### src/rtl/multicycle_rv_core.sv
// Multi-cycle RV32I-subset core: add/sub/and/or/slt, addi, lw, sw, beq.
// Instructions and data share one req/ack memory port that may insert wait
// states. Illegal encodings and misaligned addresses stop the core in HALT.
module multicycle_rv_core #(
    parameter logic [31:0] RESET_PC = 32'h0000_0000,
    parameter int          ADDR_W   = 32,
    parameter int          NREGS    = 32
) (
    input  logic              clk,
    input  logic              rst,
    output logic              mem_req,
    output logic              mem_we,
    output logic [ADDR_W-1:0] mem_addr,
    output logic [31:0]       mem_wdata,
    input  logic [31:0]       mem_rdata,
    input  logic              mem_ack,
    output logic [31:0]       pc,
    output logic              retire,
    output logic              halted,
    output logic [1:0]        trap_cause
);

    localparam int RIDX_W = (NREGS > 1) ? $clog2(NREGS) : 1;

    typedef enum logic [2:0] {S_FETCH, S_DECODE, S_EXEC, S_MEM, S_WB, S_HALT} state_t;
    typedef enum logic [3:0] {
        OP_ADD, OP_SUB, OP_AND, OP_OR, OP_SLT, OP_ADDI, OP_LW, OP_SW, OP_BEQ, OP_ILL
    } op_t;

    localparam logic [1:0] TRAP_ILLEGAL  = 2'b01;
    localparam logic [1:0] TRAP_MIS_DATA = 2'b10;
    localparam logic [1:0] TRAP_MIS_BR   = 2'b11;

    state_t      state, state_n;
    op_t         op;
    logic [31:0] regs [NREGS];
    logic [31:0] ir, a_q, b_q, imm_q, alu_q, mdr_q, pc_q, pc_n;
    logic [31:0] imm_dec, alu_res, alu_opnd, br_target, pc_plus4;
    logic [1:0]  trap_q, trap_n;
    logic        use_rs1, use_rs2, use_rd, idx_bad;
    logic [4:0]  rs1_idx, rs2_idx, rd_idx;

    assign rs1_idx = ir[19:15];
    assign rs2_idx = ir[24:20];
    assign rd_idx  = ir[11:7];

    // Instruction decode from the held instruction register.
    // NOTE: every output gets a default before the case so no path leaves one unassigned (no latch).
    always_comb begin
        op      = OP_ILL;
        use_rs1 = 1'b0;
        use_rs2 = 1'b0;
        use_rd  = 1'b0;
        case (ir[6:0])
            7'b0110011: begin
                use_rs1 = 1'b1;
                use_rs2 = 1'b1;
                use_rd  = 1'b1;
                if (ir[31:25] == 7'b0000000) begin
                    case (ir[14:12])
                        3'b000:  op = OP_ADD;
                        3'b111:  op = OP_AND;
                        3'b110:  op = OP_OR;
                        3'b010:  op = OP_SLT;
                        default: op = OP_ILL;
                    endcase
                end else if (ir[31:25] == 7'b0100000 && ir[14:12] == 3'b000) begin
                    op = OP_SUB;
                end
            end
            7'b0010011: begin use_rs1 = 1'b1; use_rd  = 1'b1; if (ir[14:12] == 3'b000) op = OP_ADDI; end
            7'b0000011: begin use_rs1 = 1'b1; use_rd  = 1'b1; if (ir[14:12] == 3'b010) op = OP_LW;   end
            7'b0100011: begin use_rs1 = 1'b1; use_rs2 = 1'b1; if (ir[14:12] == 3'b010) op = OP_SW;   end
            7'b1100011: begin use_rs1 = 1'b1; use_rs2 = 1'b1; if (ir[14:12] == 3'b000) op = OP_BEQ;  end
            default:    op = OP_ILL;
        endcase
        idx_bad = (use_rs1 && int'(rs1_idx) >= NREGS) ||
                  (use_rs2 && int'(rs2_idx) >= NREGS) ||
                  (use_rd  && int'(rd_idx)  >= NREGS);
    end

    // Immediate extraction (S for stores, B for branches, I otherwise) and ALU.
    always_comb begin
        case (op)
            OP_SW:   imm_dec = {{20{ir[31]}}, ir[31:25], ir[11:7]};
            OP_BEQ:  imm_dec = {{19{ir[31]}}, ir[31], ir[7], ir[30:25], ir[11:8], 1'b0};
            default: imm_dec = {{20{ir[31]}}, ir[31:20]};
        endcase
        alu_opnd = (op == OP_ADDI || op == OP_LW || op == OP_SW) ? imm_q : b_q;
        case (op)
            OP_SUB:  alu_res = a_q - b_q;
            OP_AND:  alu_res = a_q & b_q;
            OP_OR:   alu_res = a_q | b_q;
            OP_SLT:  alu_res = {31'd0, $signed(a_q) < $signed(b_q)};
            default: alu_res = a_q + alu_opnd;
        endcase
        br_target = pc_q + imm_q;
        pc_plus4  = pc_q + 32'd4;
    end

    // Control FSM: next state, pc/trap updates and memory-port drive.
    always_comb begin
        state_n = state;
        pc_n    = pc_q;
        trap_n  = trap_q;
        retire  = 1'b0;
        mem_req = 1'b0;
        mem_we  = 1'b0;
        case (state)
            S_FETCH: begin
                mem_req = 1'b1;
                if (mem_ack) state_n = S_DECODE;
            end
            S_DECODE: begin
                if (op == OP_ILL || idx_bad) begin
                    trap_n  = TRAP_ILLEGAL;
                    state_n = S_HALT;
                end else begin
                    state_n = S_EXEC;
                end
            end
            S_EXEC: begin
                if (op == OP_LW || op == OP_SW) begin
                    if (alu_res[1:0] != 2'b00) begin
                        trap_n  = TRAP_MIS_DATA;
                        state_n = S_HALT;
                    end else begin
                        state_n = S_MEM;
                    end
                end else if (op == OP_BEQ) begin
                    if (a_q == b_q && br_target[1:0] != 2'b00) begin
                        trap_n  = TRAP_MIS_BR;
                        state_n = S_HALT;
                    end else begin
                        pc_n    = (a_q == b_q) ? br_target : pc_plus4;
                        retire  = 1'b1;
                        state_n = S_FETCH;
                    end
                end else begin
                    state_n = S_WB;
                end
            end
            S_MEM: begin
                mem_req = 1'b1;
                mem_we  = (op == OP_SW);
                if (mem_ack) begin
                    if (op == OP_SW) begin
                        pc_n    = pc_plus4;
                        retire  = 1'b1;
                        state_n = S_FETCH;
                    end else begin
                        state_n = S_WB;
                    end
                end
            end
            S_WB: begin
                pc_n    = pc_plus4;
                retire  = 1'b1;
                state_n = S_FETCH;
            end
            default: state_n = S_HALT;
        endcase
        // An abandoned request must not stay visible while reset is held.
        if (rst) begin
            mem_req = 1'b0;
            mem_we  = 1'b0;
        end
    end

    // State register.
    // NOTE: sequential state uses non-blocking assignments so every flop samples pre-edge values.
    always_ff @(posedge clk) begin
        if (rst) state <= S_FETCH;
        else     state <= state_n;
    end

    // Datapath registers and register file.
    // NOTE: the register file is cleared on reset because the core must start with all registers zero.
    always_ff @(posedge clk) begin
        if (rst) begin
            pc_q   <= RESET_PC;
            trap_q <= 2'b00;
            ir     <= '0;
            a_q    <= '0;
            b_q    <= '0;
            imm_q  <= '0;
            alu_q  <= '0;
            mdr_q  <= '0;
            for (int i = 0; i < NREGS; i++) regs[i] <= '0;
        end else begin
            pc_q   <= pc_n;
            trap_q <= trap_n;
            if (state == S_FETCH && mem_ack) ir <= mem_rdata;
            if (state == S_DECODE) begin
                a_q   <= regs[rs1_idx[RIDX_W-1:0]];
                b_q   <= regs[rs2_idx[RIDX_W-1:0]];
                imm_q <= imm_dec;
            end
            if (state == S_EXEC) alu_q <= alu_res;
            if (state == S_MEM && mem_ack && op == OP_LW) mdr_q <= mem_rdata;
            if (state == S_WB && rd_idx != 5'd0)
                regs[rd_idx[RIDX_W-1:0]] <= (op == OP_LW) ? mdr_q : alu_q;
        end
    end

    assign mem_addr   = (state == S_MEM) ? alu_q[ADDR_W-1:0] : pc_q[ADDR_W-1:0];
    assign mem_wdata  = b_q;
    assign pc         = pc_q;
    assign halted     = (state == S_HALT);
    assign trap_cause = trap_q;

endmodule
### config.mk
export PLATFORM = sky130hd
export DESIGN_NAME = multicycle_rv_core
export DESIGN_NICKNAME = d
export VERILOG_FILES = /design/src/rtl/multicycle_rv_core.sv
export SDC_FILE = /design/constraint.sdc
export NUM_CORES = 2
export LEC_CHECK = 0
export BUFFER_PORTS_ARGS = -buffer_cell sky130_fd_sc_hd__buf_2
export CELL_PAD_IN_SITES_DETAIL_PLACEMENT = 0
export CELL_PAD_IN_SITES_GLOBAL_PLACEMENT = 1
export CORE_MARGIN = 2
export CORE_UTILIZATION = 53
export DETAILED_ROUTE_END_ITERATION = 7
export PLACE_DENSITY = 0.89
export RECOVER_POWER = 50
export SYNTH_ARGS = -nofsm -noshare
export SYNTH_HDL_FRONTEND = slang
export SYNTH_SLANG_ARGS = --single-unit
### constraint.sdc
create_clock -name clk -period 5.4 [get_ports clk]
set_clock_uncertainty 0.1 [all_clocks]
set_input_delay 0.54 -clock clk [delete_from_list [all_inputs] [get_ports clk]]
set_output_delay 0.54 -clock clk [all_outputs]
set_load 0.01 [all_outputs]
# Word level (Yosys, flattened, before mapping)
# Memories as Yosys holds them, arrays and structs flattened. A register that Yosys moved wholly into a read port is not among the register bits.
# Index checks and enable logic that the tools add are counted.
[totals] in_bits=35 mem_count=1 elab_cells=124 ram_bits=1024 ff_bits=146
[op_classes] eq_ne=34 reduce_logical=22 n_mux=53 order_cmp=1 n_addsub=4 bitwise_logic=2
[memory_table] name="regs" depth=32 width=32 read_ports=2 rd_clocked_by_memory_dff=2 wr=32 line_no="36" rtl="logic [31:0] regs [NREGS];"
[ops] cell="$mux W32" n=10
[ops] cell="$pmux W32 S4" n=1
[ops] cell="$pmux W32 S3" n=1
[ops] cell="$add A32 B32 Y32" n=2
[ops] cell="$add A32 B3 Y32 const B" n=1
[ops] cell="$and A32 B32 Y32" n=1
[ops] cell="$eq A32 B32 Y1" n=1
[ops] cell="$lt A32 B32 Y1" n=1
[ops] cell="$or A32 B32 Y32" n=1
[ops] cell="$reduce_or A32 Y1" n=1
[ops] cell="$sub A32 B32 Y32" n=1
[ops] cell="$mux W3" n=8
[ops] cell="$pmux W12 S2" n=1
[ops] cell="$eq A7 B6 Y1 const B" n=3
[ops] cell="$mux W4" n=5
[ops] cell="$pmux W4 S5" n=1
[ops] cell="$eq A4 B3 Y1 const B" n=4
[ops] cell="$mux W1" n=16
[ops] cell="$pmux W4 S4" n=1
[ops] cell="$pmux W3 S5" n=1
[ops] cell="$ne A2 B2 Y1 const B" n=7
[ops] cell="$eq A3 B3 Y1 const B" n=4
[ops] cell="$mux W2" n=5
[ops] cell="$eq A3 B2 Y1 const B" n=3
[ops] cell="other kinds (22)" n=36

# Depth between registers and ports, before layout
[logic_depth] ltp_word=15 ltp_mapped=18

# Worst setup path after synthesis
# OpenSTA, ideal clock, no wires.
[synth_path] path_type="register -> register" startpoint="reg ir[4]" endpoint="reg alu_q[28]" slack_ps=819 n_path_buf=2 path_stages_with_launch=19 arrival_time_ps=4407 setup_ps=74 synth_period_minus_slack_ps=4581 path_cell_list="dfxtp_1 > buf_2 > or3b_1 > a2111oi_4 > clkbuf_1 > nand2_1 > o21ai_0 > ha_1 > inv_1 > fa_1 > nor2b_1 > o31ai_1 > a31oi_1 > o211ai_1 > a31o_2 > o311a_1 > or4_1 > a311o_1 > o21ai_0"
[synth_between] elab_chain_len=8
[synth_lines] item="start, declared" line_no="37" rtl="logic [31:0] ir, a_q, b_q, imm_q, alu_q, mdr_q, pc_q, pc_n;"
[synth_lines] item="start signal, assigned" line_no="193" rtl="if (state == S_FETCH && mem_ack) ir <= mem_rdata;"
[synth_lines] item="$eq A7 B7 Y1, or another cell as far along"
[synth_lines] item="$pmux W4 S5 *" line_no="54" rtl="case (ir[6:0])"
[synth_lines] item="$eq A4 B3 Y1" line_no="89" rtl="alu_opnd = (op == OP_ADDI || op == OP_LW || op == OP_SW) ? imm_q : b_q;"
[synth_lines] item="$logic_or A1 B1 Y1 (2 in a row)" line_no="89"
[synth_lines] item="$mux W32" line_no="89"
[synth_lines] item="$add A32 B32 Y32" line_no="95" rtl="default: alu_res = a_q + alu_opnd;"
[synth_lines] item="$pmux W32 S4 *" line_no="90" rtl="case (op)"
[synth_lines] item="end signal, assigned" line_no="199" rtl="if (state == S_EXEC) alu_q <= alu_res;"
[synth_lines] item="end, declared" line_no="37"
# Every way passes the cells marked *; elsewhere a longest branch is shown, timed or not.
# A chain may end at the register's enable or synchronous reset.

==> impl_metrics.ini <==
[hold_path]
worstHoldPathCells = 4
hp-class = input pin to flip-flop

[placed_design]
io_buffers = 136
gp_congestion = 0.933
placed_cell_area_um2 = 70600
place.detailed.hpwl_um = 145000

[timing]
fin_crit_sh = 0.991
fmax_mhz = 187
fin_tns_setup_ps = 0
setup_violations = 0
period_needed_ps = 5350
rsz0062_at_grt = false
relSlewSlack = -0.881
worst_slew_pin_slew_ps = 2800
maxSlewViolCount = 569
hold_ws_ps = 90.0
final-hold-violation-count = 0

[detailed_routing]
viasPerCell = 7.05
ant_nets = 0
drt_iter0_markers = 7863
drt-total-wl_um = 233000
drc_errors = 0
via_count = 50300
first_pass_iters = 8
wl_per_cell_um = 32.6

[cts]
cts_buffers = 133
clock_path_buffers = 3
cts.htree.levels = 4
postCtsHoldBufs = 32
cts_setup_buffers = 0
cts_sinks = 1234
cts_resized = 0
cts.reportedPaths.clkPinSlew_ps = 60
insertion_delay_ps = 770
clockRootBuffer = clkbuf_16
cts_tree = built

[logic_synthesis]
syn_area_um2 = 67500
synth_area_per_cell_um2 = 12.6
synth_cell_types = 89
yosysWarningCount = 0
synth-edff-count = 1024
synth-seq-cells = 1234
synthCells = 5348
synth_ff_type = edfxtp_1
async_flop_share = 0
ys_seq_area_frac = 0.518

[final_layout]
n_antenna_cell = 0
area_delta_synth_final_pct = 11.0
nets = 5572
fillers = 9542
fin_area_um2 = 74900
drive_gt1_frac = 0.203
final_core_utilization = 0.594

[floorplan]
ios = 137
core_region_area_um2 = 126000
num_rows = 130
dieArea_um2 = 130000
start_util = 0.535
fp.dieH_um = 361
die_width_um = 361

[critical_path]
critPathLaunchType = flip-flop
r2r_slack_ps = 50
crit_path_end_kind = flip-flop
cp_max_fo = 33
critical_path_required_ps = 5740
critical_path_arrival_ps = 5690
reg2regPathDepth = 8
path_class = flip-flop to flip-flop

[job]
drv_cap = 25

[status]
failed_checks = max-capacitance violations, max-slew violations
outcome = complete, but fails checks

[grt]
track_usage = 0.355
antenna_found_initial = 12
grt_pass1_wl_um = 335000
grt_pass1_vias = 49400
grt-ovfl-total = 0
grt_max_degree = 144

[power_and_ir_drop]
p_leak_nw = 24.4
powerDensity_nw_per_um2 = 319
ir_drop_uv = 276
-- sequential cells by signal, indices dropped and copies added, names as in the netlist --
name / flops
a_q: 32
ir: 32
regs: 1024
mdr_q: 32
mem_wdata: 32
trap_cause: 2
imm_q: 13
alu_q: 32
pc: 32
state: 3
-- power by group --
group / switching, mW / total, mW / internal, mW
Clock: 4.10 / 9.55 / 5.46
Combinational: 1.95 / 3.33 / 1.38
Sequential: 0.362 / 11.0 / 10.6
-- worst max-delay path, stage by stage (launching register included) --
cell	delay (ps)
dfxtp_1	560
nand2_1	510
nor2_1	310
nor4b_1	250
clkbuf_1	520
nand2_2	80
clkbuf_2	720
nand2_1	1550
buf_4	440
-- cells in the final DEF (no fill, tap or decap), types with 136 or more instances in the layout --
master	instances
clkbuf_16	136
nor2_1	1192
dfxtp_1	202
edfxtp_1	1024
nand2_1	367
mux4_2	640
a21oi_1	226
clkbuf_1	153
o21ai_0	144
ha_1	159
-- routing by layer --
metal / vias up / GRT usage / wire [um]
met2: 4428 / 0.558 / 109000
met4: 18 / 0.194 / 13800
met3: 921 / 0.109 / 33400
li1: 20200 / - / -
met1: 24700 / 0.441 / 76800
met5: - / 0 / 115
-- synthesized netlist by cell type, types with 15 or more instances --
library cell	n	share of area
nor4_1	15	0.0014
nand2_1	396	0.022
a21oi_1	227	0.017
edfxtp_1	1024	0.46
nand2b_1	15	0.0014
a31oi_1	25	0.0023
xnor2_1	42	0.0054
or3_1	15	0.0014
buf_1	62	0.0034
a211oi_1	101	0.011
nor2_1	1191	0.066
a21o_1	27	0.0030
nand3_1	46	0.0034
ha_1	159	0.029
o21ai_0	144	0.011
and3_1	18	0.0017
xor2_1	24	0.0031
mux4_2	640	0.21
inv_1	116	0.0065
dfxtp_1	210	0.062
clkbuf_1	306	0.017
buf_2	104	0.0077
mux2i_1	108	0.016
o211ai_1	18	0.0020
nor3_1	50	0.0037
-- logic make-up after synthesis --
logic type	share of synthesized area
adder cells (fa/ha/maj)	0.0304
other	0.0000556
XOR/XNOR	0.00856
multiplexers	0.230
buffers and inverters	0.0348
AND/OR/NAND/NOR	0.112
flip-flops	0.518
AO/OA/AOI/OAI	0.0662
-- layout make-up --
class / count / area, um2 / area share
Clock inverter: 76 / 925 / 0.0123
Inverter: 117 / 439 / 0.00586
Tap cell: 1650 / 2060 / 0.0276
Sequential cell: 1234 / 35000 / 0.467
Clock buffer: 163 / 3550 / 0.0475
Multi-Input combinational cell: 3555 / 30800 / 0.411
Timing Repair Buffer: 334 / 2180 / 0.0290
-- per-stage QoR --
| stage | power (mW) | cells | worst slack, ps |
|---|---|---|---|
| 3_3_place_gp | 14.3 | 6858 | 592 |
| 4_1_cts | 23.8 | 7129 | 223 |
| 5_1_grt | 24.4 | 7129 | 71.1 |
| 2_1_floorplan | 13.2 | 5379 | 819 |
| 3_5_place_dp | 14.4 | 6858 | 542 |
| 6_report | 23.9 | 7129 | 47.6 |
-- path summary, 6_finish.rpt --
| path | end | from |
|---|---|---|
| setup / recovery | regs[8][10] | state[2] |
| hold / removal | state[1] | mem_ack |
| setup reg to reg | regs[8][10] | state[2] |
| hold reg to reg | ir[2] | ir[2] |
(Power assumes the default switching activity.)
